### src/rtl/mem_arb_pkg.sv
// Shared types for the unified-memory arbiter: FSM state encoding and requester IDs.
package mem_arb_pkg;

  typedef enum logic [1:0] {
    IDLE = 2'd0,
    BUSY = 2'd1,
    DONE = 2'd2
  } arbstate_t;

  localparam logic REQ_CPU = 1'b0;
  localparam logic REQ_DMA = 1'b1;

endpackage

### src/rtl/rr_arb2.sv
// Two-way round-robin pick: the requester that did not win last takes a tie.
// Combinational pick; last-winner register updates when update is high.
module rr_arb2
  import mem_arb_pkg::*;
(
  input  logic       clk,
  input  logic       reset,
  input  logic [1:0] req,
  input  logic       update,
  output logic       winner,
  output logic       valid
);

  logic last_q, last_d;

  always_comb begin
    valid  = |req;
    winner = (&req) ? ~last_q : req[1];
    last_d = last_q;
    if (update && valid) last_d = winner;
  end

  // Reset to dma so that the cpu wins the first tie.
  always_ff @(posedge clk) begin
    if (reset) last_q <= REQ_DMA;
    else       last_q <= last_d;
  end

endmodule

### src/rtl/mem_arbiter.sv
// Shares one fixed-latency memory port between the core and a DMA/loader port.
// Round-robin grant in IDLE, LAT wait cycles in BUSY, one-cycle ready pulse in DONE.
module mem_arbiter
  import mem_arb_pkg::*;
#(
  parameter int AW  = 32,
  parameter int DW  = 32,
  parameter int LAT = 2
) (
  input  logic          clk,
  input  logic          reset,
  input  logic          cpu_req,
  input  logic          dma_req,
  input  logic          cpu_we,
  input  logic          dma_we,
  input  logic [AW-1:0] cpu_addr,
  input  logic [AW-1:0] dma_addr,
  input  logic [DW-1:0] cpu_wdata,
  input  logic [DW-1:0] dma_wdata,
  output logic [DW-1:0] cpu_rdata,
  output logic [DW-1:0] dma_rdata,
  output logic          cpu_ready,
  output logic          dma_ready,
  output logic          mem_en,
  output logic          mem_we,
  output logic [AW-1:0] mem_addr,
  output logic [DW-1:0] mem_wdata,
  input  logic [DW-1:0] mem_rdata,
  output logic          grant,
  output logic          busy
);

  localparam logic [3:0] CNT_INIT = 4'(LAT - 1);

  arbstate_t     state_q, state_d;
  logic [3:0]    cnt_q, cnt_d;
  logic          we_q, we_d;
  logic [AW-1:0] addr_q, addr_d;
  logic [DW-1:0] wdata_q, wdata_d;
  logic          grant_q, grant_d;
  logic [DW-1:0] cpu_rdata_q, cpu_rdata_d;
  logic [DW-1:0] dma_rdata_q, dma_rdata_d;

  logic [1:0] arb_req;
  logic       arb_update, arb_winner, arb_valid;

  // In DONE the arbiter sees only the finished owner so its last-winner records it.
  assign arb_req    = (state_q == DONE) ? (grant_q ? 2'b10 : 2'b01) : {dma_req, cpu_req};
  assign arb_update = (state_q == DONE);

  rr_arb2 u_rr (
    .clk    (clk),
    .reset  (reset),
    .req    (arb_req),
    .update (arb_update),
    .winner (arb_winner),
    .valid  (arb_valid)
  );

  always_comb begin
    state_d     = state_q;
    cnt_d       = cnt_q;
    we_d        = we_q;
    addr_d      = addr_q;
    wdata_d     = wdata_q;
    grant_d     = grant_q;
    cpu_rdata_d = cpu_rdata_q;
    dma_rdata_d = dma_rdata_q;
    case (state_q)
      IDLE: begin
        if (arb_valid) begin
          grant_d = arb_winner;
          we_d    = (arb_winner == REQ_DMA) ? dma_we    : cpu_we;
          addr_d  = (arb_winner == REQ_DMA) ? dma_addr  : cpu_addr;
          wdata_d = (arb_winner == REQ_DMA) ? dma_wdata : cpu_wdata;
          cnt_d   = CNT_INIT;
          state_d = BUSY;
        end
      end
      BUSY: begin
        if (cnt_q == 4'd0) begin
          if (!we_q) begin
            if (grant_q == REQ_DMA) dma_rdata_d = mem_rdata;
            else                    cpu_rdata_d = mem_rdata;
          end
          state_d = DONE;
        end else begin
          cnt_d = cnt_q - 4'd1;
        end
      end
      DONE:    state_d = IDLE;
      default: state_d = IDLE;
    endcase
  end

  always_ff @(posedge clk) begin
    if (reset) begin
      state_q     <= IDLE;
      cnt_q       <= '0;
      we_q        <= 1'b0;
      addr_q      <= '0;
      wdata_q     <= '0;
      grant_q     <= REQ_CPU;
      cpu_rdata_q <= '0;
      dma_rdata_q <= '0;
    end else begin
      state_q     <= state_d;
      cnt_q       <= cnt_d;
      we_q        <= we_d;
      addr_q      <= addr_d;
      wdata_q     <= wdata_d;
      grant_q     <= grant_d;
      cpu_rdata_q <= cpu_rdata_d;
      dma_rdata_q <= dma_rdata_d;
    end
  end

  // The strobe is masked by reset so an aborted write never reaches memory.
  assign mem_en    = (state_q == BUSY);
  assign mem_we    = mem_en && we_q && (cnt_q == CNT_INIT) && !reset;
  assign mem_addr  = addr_q;
  assign mem_wdata = wdata_q;
  assign cpu_ready = (state_q == DONE) && (grant_q == REQ_CPU);
  assign dma_ready = (state_q == DONE) && (grant_q == REQ_DMA);
  assign cpu_rdata = cpu_rdata_q;
  assign dma_rdata = dma_rdata_q;
  assign grant     = grant_q;
  assign busy      = (state_q != IDLE);

endmodule

### config.mk
export PLATFORM = sky130hd
export DESIGN_NAME = mem_arbiter
export DESIGN_NICKNAME = d
export VERILOG_FILES = /design/src/rtl/mem_arb_pkg.sv /design/src/rtl/rr_arb2.sv /design/src/rtl/mem_arbiter.sv
export SDC_FILE = /design/constraint.sdc
export NUM_CORES = 1
export LEC_CHECK = 0
export CORE_MARGIN = 2
export CORE_UTILIZATION = 39
export DETAILED_ROUTE_END_ITERATION = 10
export GPL_ROUTABILITY_DRIVEN = 0
export HOLD_SLACK_MARGIN = 0.12
export PLACE_DENSITY = 0.76
export SETUP_SLACK_MARGIN = 0.3
export SYNTH_ARGS = -nofsm -noshare
export SYNTH_HDL_FRONTEND = slang
export SYNTH_SLANG_ARGS = --single-unit
### constraint.sdc
create_clock -name clk -period 1.9 [get_ports clk]
set_input_delay 0.38 -clock clk [delete_from_list [all_inputs] [get_ports clk]]
set_output_delay 0.38 -clock clk [all_outputs]
set_load 0.02 [all_outputs]
* Word level (Yosys, flattened, before mapping)
Index checks and enable logic that the tools add are counted. W data, S select, Z words.
Word-level totals: register bits after elaboration 137, latch bits 0, memory bits (writable) 0, bits in read-only memories 0, bits of input ports 166, word-level logic and storage cells 49, memories 0
Operators by class: add/subtract/negate cells 1, multiply operators 0, divide/modulo/power cells 0, order comparisons 0, equal/unequal tests 6, shift operators 0, muxes and demuxes 12, bitwise operators 3, reductions and logical operators 18
Operator list (count):
- $mux W32 | 2
- $mux W2 | 4
- $mux W4 | 2
- $pmux W4 S2 | 1
- $reduce_and A4 Y1 | 2
- $logic_and A1 B1 Y1 | 6
- $reduce_and A2 Y1 | 3
- $eq A4 B1 Y1 const B | 1
- $logic_not A4 Y1 | 1
- $ne A2 B2 Y1 const B | 2
- $pmux W2 S2 | 1
- $reduce_bool A2 Y1 | 2
- $sub A4 B1 Y4 const B | 1
- $not A1 Y1 | 3
- $reduce_and A3 Y1 | 1
- $eq A2 B1 Y1 const B | 1
- $eq A2 B2 Y1 const B | 1
- $logic_not A2 Y1 | 1
- $mux W1 | 2
- $ne A2 B1 Y1 const B | 1
- $reduce_or A2 Y1 | 1
- $logic_not A1 Y1 | 1

* Depth between registers and ports, before layout
depth after elaboration 5, depth in mapped cells 7, depth with buffers taken out 5

* Hierarchy
Synthesis repeated with hierarchy kept, for this count alone.
Unflattened totals: cells, all modules 588, area total of the unflattened synthesis 5711.7 µm²
Modules (own cells, without submodules):
- mem_arbiter | times used 1, cells an instance 582, area each 5655.4 µm²
- rr_arb2 | times used 1, cells an instance 6, area each 56.3 µm²

* Worst setup path before layout
Ideal clock, no wire load.
path type flip-flop to flip-flop, start point register cnt_q[0], end point register cpu_rdata_q[10], in the netlist cpu_rdata[10], library setup time 0.072 ns, arrival time 1.661 ns, slack 0.168 ns, cell stages (with the launch flop) 7, path buffers 1, period minus slack after synthesis 1.732 ns, cells stage by stage dfxtp_1 inv_1 ha_1 or3b_1 nor4_4 buf_6 mux2i_1
Between the ends: cells in the longest elaborated chain, start to end 2
Ends and longest elaborated chain:
- from (decl) | RTL line mem_arbiter.sv:36 | logic [3:0] cnt_q, cnt_d;
- from (signal assigned) | RTL line mem_arbiter.sv:108 | cnt_q <= cnt_d;
- $logic_not A4 Y1 | RTL line mem_arbiter.sv:81 | if (cnt_q == 4'd0) begin
- $reduce_and A4 Y1 (no source line)
- to (signal assigned) | RTL line mem_arbiter.sv:113 | cpu_rdata_q <= cpu_rdata_d;
- to (decl) | RTL line mem_arbiter.sv:41 | logic [DW-1:0] cpu_rdata_q, cpu_rdata_d;
No other way between the ends. A chain may end at the register's enable or synchronous reset.

* Worst setup path after layout
start point register state_q[1], end point output port mem_we
Between the ends: cells in the longest elaborated chain, start to end 4
Ends and longest elaborated chain:
- from (decl) | RTL line mem_arbiter.sv:35 | arbstate_t state_q, state_d;
- from (signal assigned) | RTL line mem_arbiter.sv:107 | state_q <= state_d;
- $eq A2 B1 Y1 | RTL line mem_arbiter.sv:119 | assign mem_en = (state_q == BUSY);
- $logic_and A1 B1 Y1 (3 in a row) | RTL line mem_arbiter.sv:120 | assign mem_we = mem_en && we_q && (cnt_q == CNT_INIT) && !reset;
- to (decl) | RTL line mem_arbiter.sv:25 | output logic mem_we,
No other way between the ends.

==> impl_metrics.toml <==
[outcome]
status = "complete, no violations"

[die]
initial_core_util = 0.3993
die-area_um2 = 15240
core_area_um2 = 13930
die_y_um = 123.4
io_pins = 300
die_w_um = 123.4
rows = 43

[detailed_routing]
wl_met3_mm = 1.683
first_pass_iters = 5
route.detailed.drc = 0
dr.first_iter.drc_count = 385
antenna_left = 0
routed.top_layer = "met4"
via_per_inst = 5.206
wl_mm = 21.02
wl_met2_mm = 10.92
drt-met1-wl_mm = 7.861
wl_per_cell_um = 18.78
vias = 5825

[pwr]
powerDensity_nw_per_um2 = 886.8
power.leakage_nw = 4.880
ir_worst_vdd_uv = 615.0

[final_layout]
seqCellArea_um2 = 2749
fin_util = 0.7288
final_common_cell = "clkdlybuf4s50_1"
final_area_um2 = 10160
area_growth_pct = 82.53
fillers = 985
antenna_cells = 0
multi_input_area_um2 = 2386
final_nets = 1094
drive_above_1_share = 0.1448
mostFrequentLayoutCells = "clkdlybuf4s50_1 (164), dfxtp_1 (132), dlygate4sd2_1 (129)"

[clock_tree]
cts_hold_buffers = 0
cts.sinks = 137
cts.clk_slew.worst_paths_ns = 0.06
clockRootBuffer = "clkbuf_16"
cts_tree = "built"
numCtsBuffers = 17
clock_latency_ns = 0.42
h-tree-depth = 4
clockBufferDepth = 2

[critical_path]
cp-start-kind = "flop"
slowest_stage = "dfxtp_2"
worstSetupEndpointType = "primary output"
worstPathCellList = "nand2b_4 -> nor4_4 -> and3_4 -> buf_6"
path_max_fanout = 2
criticalPathCategory = "reg2out"
cp_data_arrival_time_ns = 1.45
required_ns = 1.52
slowest_delay_ns = 0.33

[logic_synthesis]
yosys_register_bits = 137
synth.avg_cell_area_um2 = 9.479
synth_cell_type_count = 40
synthCells = 587
ys_seq_area_frac = 0.4929
yosys_warnings = 0
yosys_most_used_dff = "dfxtp_1"
synth_enable_flop_cells = 0
async_flop_share = 0
synth_area_um2 = 5564
syn_nets = 755

[run]
drv_cap = 0

[sta]
maxSlewViolCount = 0
period_needed_ns = 1.830
fmax_ghz = 0.5466
tightestPinTransition_ns = 0.6287
rsz0062_at_grt = "yes"
period_share = 0.9629
max_slew_margin = 0.5800
hold_viol = 0
finClkSkew_ns = 0.009255
setup_viol = 0

[global_route]
grt_pass1_wl_mm = 30.33
overflow = 0
grt_max_degree = 66
grtUsageTotal = 0.2628
grt_pass1_vias = 5943
antenna_found_initial = 0

[place]
dpl.hpwl_mm = 12.89
io_buffer_count = 299
placed_cell_area_um2 = 8823

[min_path]
min-delay-path-class = "reg2reg"
cell usage after synthesis, types with 2 or more instances:
master / instances / area share
buf_4: 6 / 0.0081
mux2i_1: 64 / 0.12
or4_1: 2 / 0.0027
inv_1: 72 / 0.049
dfxtp_1: 137 / 0.49
nor3_1: 65 / 0.058
a21boi_1: 2 / 0.0027
a21oi_1: 3 / 0.0027
ha_1: 2 / 0.0045
or3_1: 2 / 0.0022
nor2_1: 5 / 0.0034
a221o_1: 65 / 0.12
clkbuf_1: 24 / 0.016
buf_6: 8 / 0.016
buf_2: 6 / 0.0054
o21ai_0: 3 / 0.0027
nand2_1: 96 / 0.065
buf_1: 3 / 0.0020
critical path, delay by kind of cell, from the launching register on:
kind | cells | cell delay (ns)
and+or+nand+nor | 3 | 0.58
DFF | 1 | 0.33
buffers and inverters | 1 | 0.11
layout make-up:
type                            count  share of cell area
Sequential cell                   137              0.2707
Inverter                           73             0.02698
Timing Repair Buffer              367              0.3836
Multi-Input combinational cell    330              0.2349
Tap cell                          180             0.02218
Clock inverter                     14             0.01934
Clock buffer                       18             0.04226
routing by layer:
layer | global-route usage | up-vias
li1 | - | 2732
met1 | 0.2791 | 2738
met2 | 0.4732 | 309
met3 | 0.07980 | 46
met4 | 0.1229 | 0
met5 | 0 | -
state kept, by name, summed over array words and instances, names as in the netlist:
signal       cells
cpu_rdata       32
dma_rdata       32
mem_addr        32
mem_wdata       32
cnt_q            4
state_q          2
grant            1
u_rr.last_q      1
we_q             1
path summary, 6_finish.rpt:
kind / from / endpoint / slack, ns / cells after the start
setup / recovery: state_q[1]$_SDFFE_PP0P_ / mem_we / 0.07 / 4
setup reg to reg: cnt_q[0]$_SDFFE_PP0P_ / dma_rdata[9]$_SDFFE_PP0P_ / 0.08 / 8
hold / removal: cpu_rdata[0]$_SDFFE_PP0P_ / cpu_rdata[0]$_SDFFE_PP0P_ / 0.45 / 2
hold reg to reg: cpu_rdata[0]$_SDFFE_PP0P_ / cpu_rdata[0]$_SDFFE_PP0P_ / 0.45 / 2
through the flow:
step	std cells	TNS [ns]	power [mW]	hold slack [ns]	worst slack [ns]
floorplan	587	0	4.248	0.4603	0.2314
finish	1119	0	9.006	0.4528	0.07047
global route	1119	0	9.323	0.4728	0.02392
CTS	1111	0	8.964	0.4430	0.07613
global placement	1041	-12.00	5.253	0.4422	-0.3984
detailed placement	1041	-13.40	5.294	0.4491	-0.4122
power breakdown:
| part | switching [mW] | internal (mW) |
|---|---|---|
| clock network | 1.31 | 2.20 |
| logic | 1.06 | 1.15 |
| registers | 0.149 | 3.12 |
| total | 2.52 | 6.48 |
cell families (layout without fill, tap and decap cells):
| group | Yosys count | count (layout) | share of synthesized area |
|---|---|---|---|
| compound gates | 79 | 79 | 0.1345 |
| fa+ha+maj | 2 | 2 | 0.004497 |
| buf+inv | 120 | 472 | 0.09714 |
| flops | 137 | 137 | 0.4929 |
| mux | 64 | 64 | 0.1151 |
| simple gates | 185 | 185 | 0.1558 |
timing repair:
action	CTS	global route
pin swaps	10	64
cloned	14	2
endpoints found under the setup margin	260	139
resized for setup	197	22
buffers inserted	24	6
(Power assumes the default switching activity.)
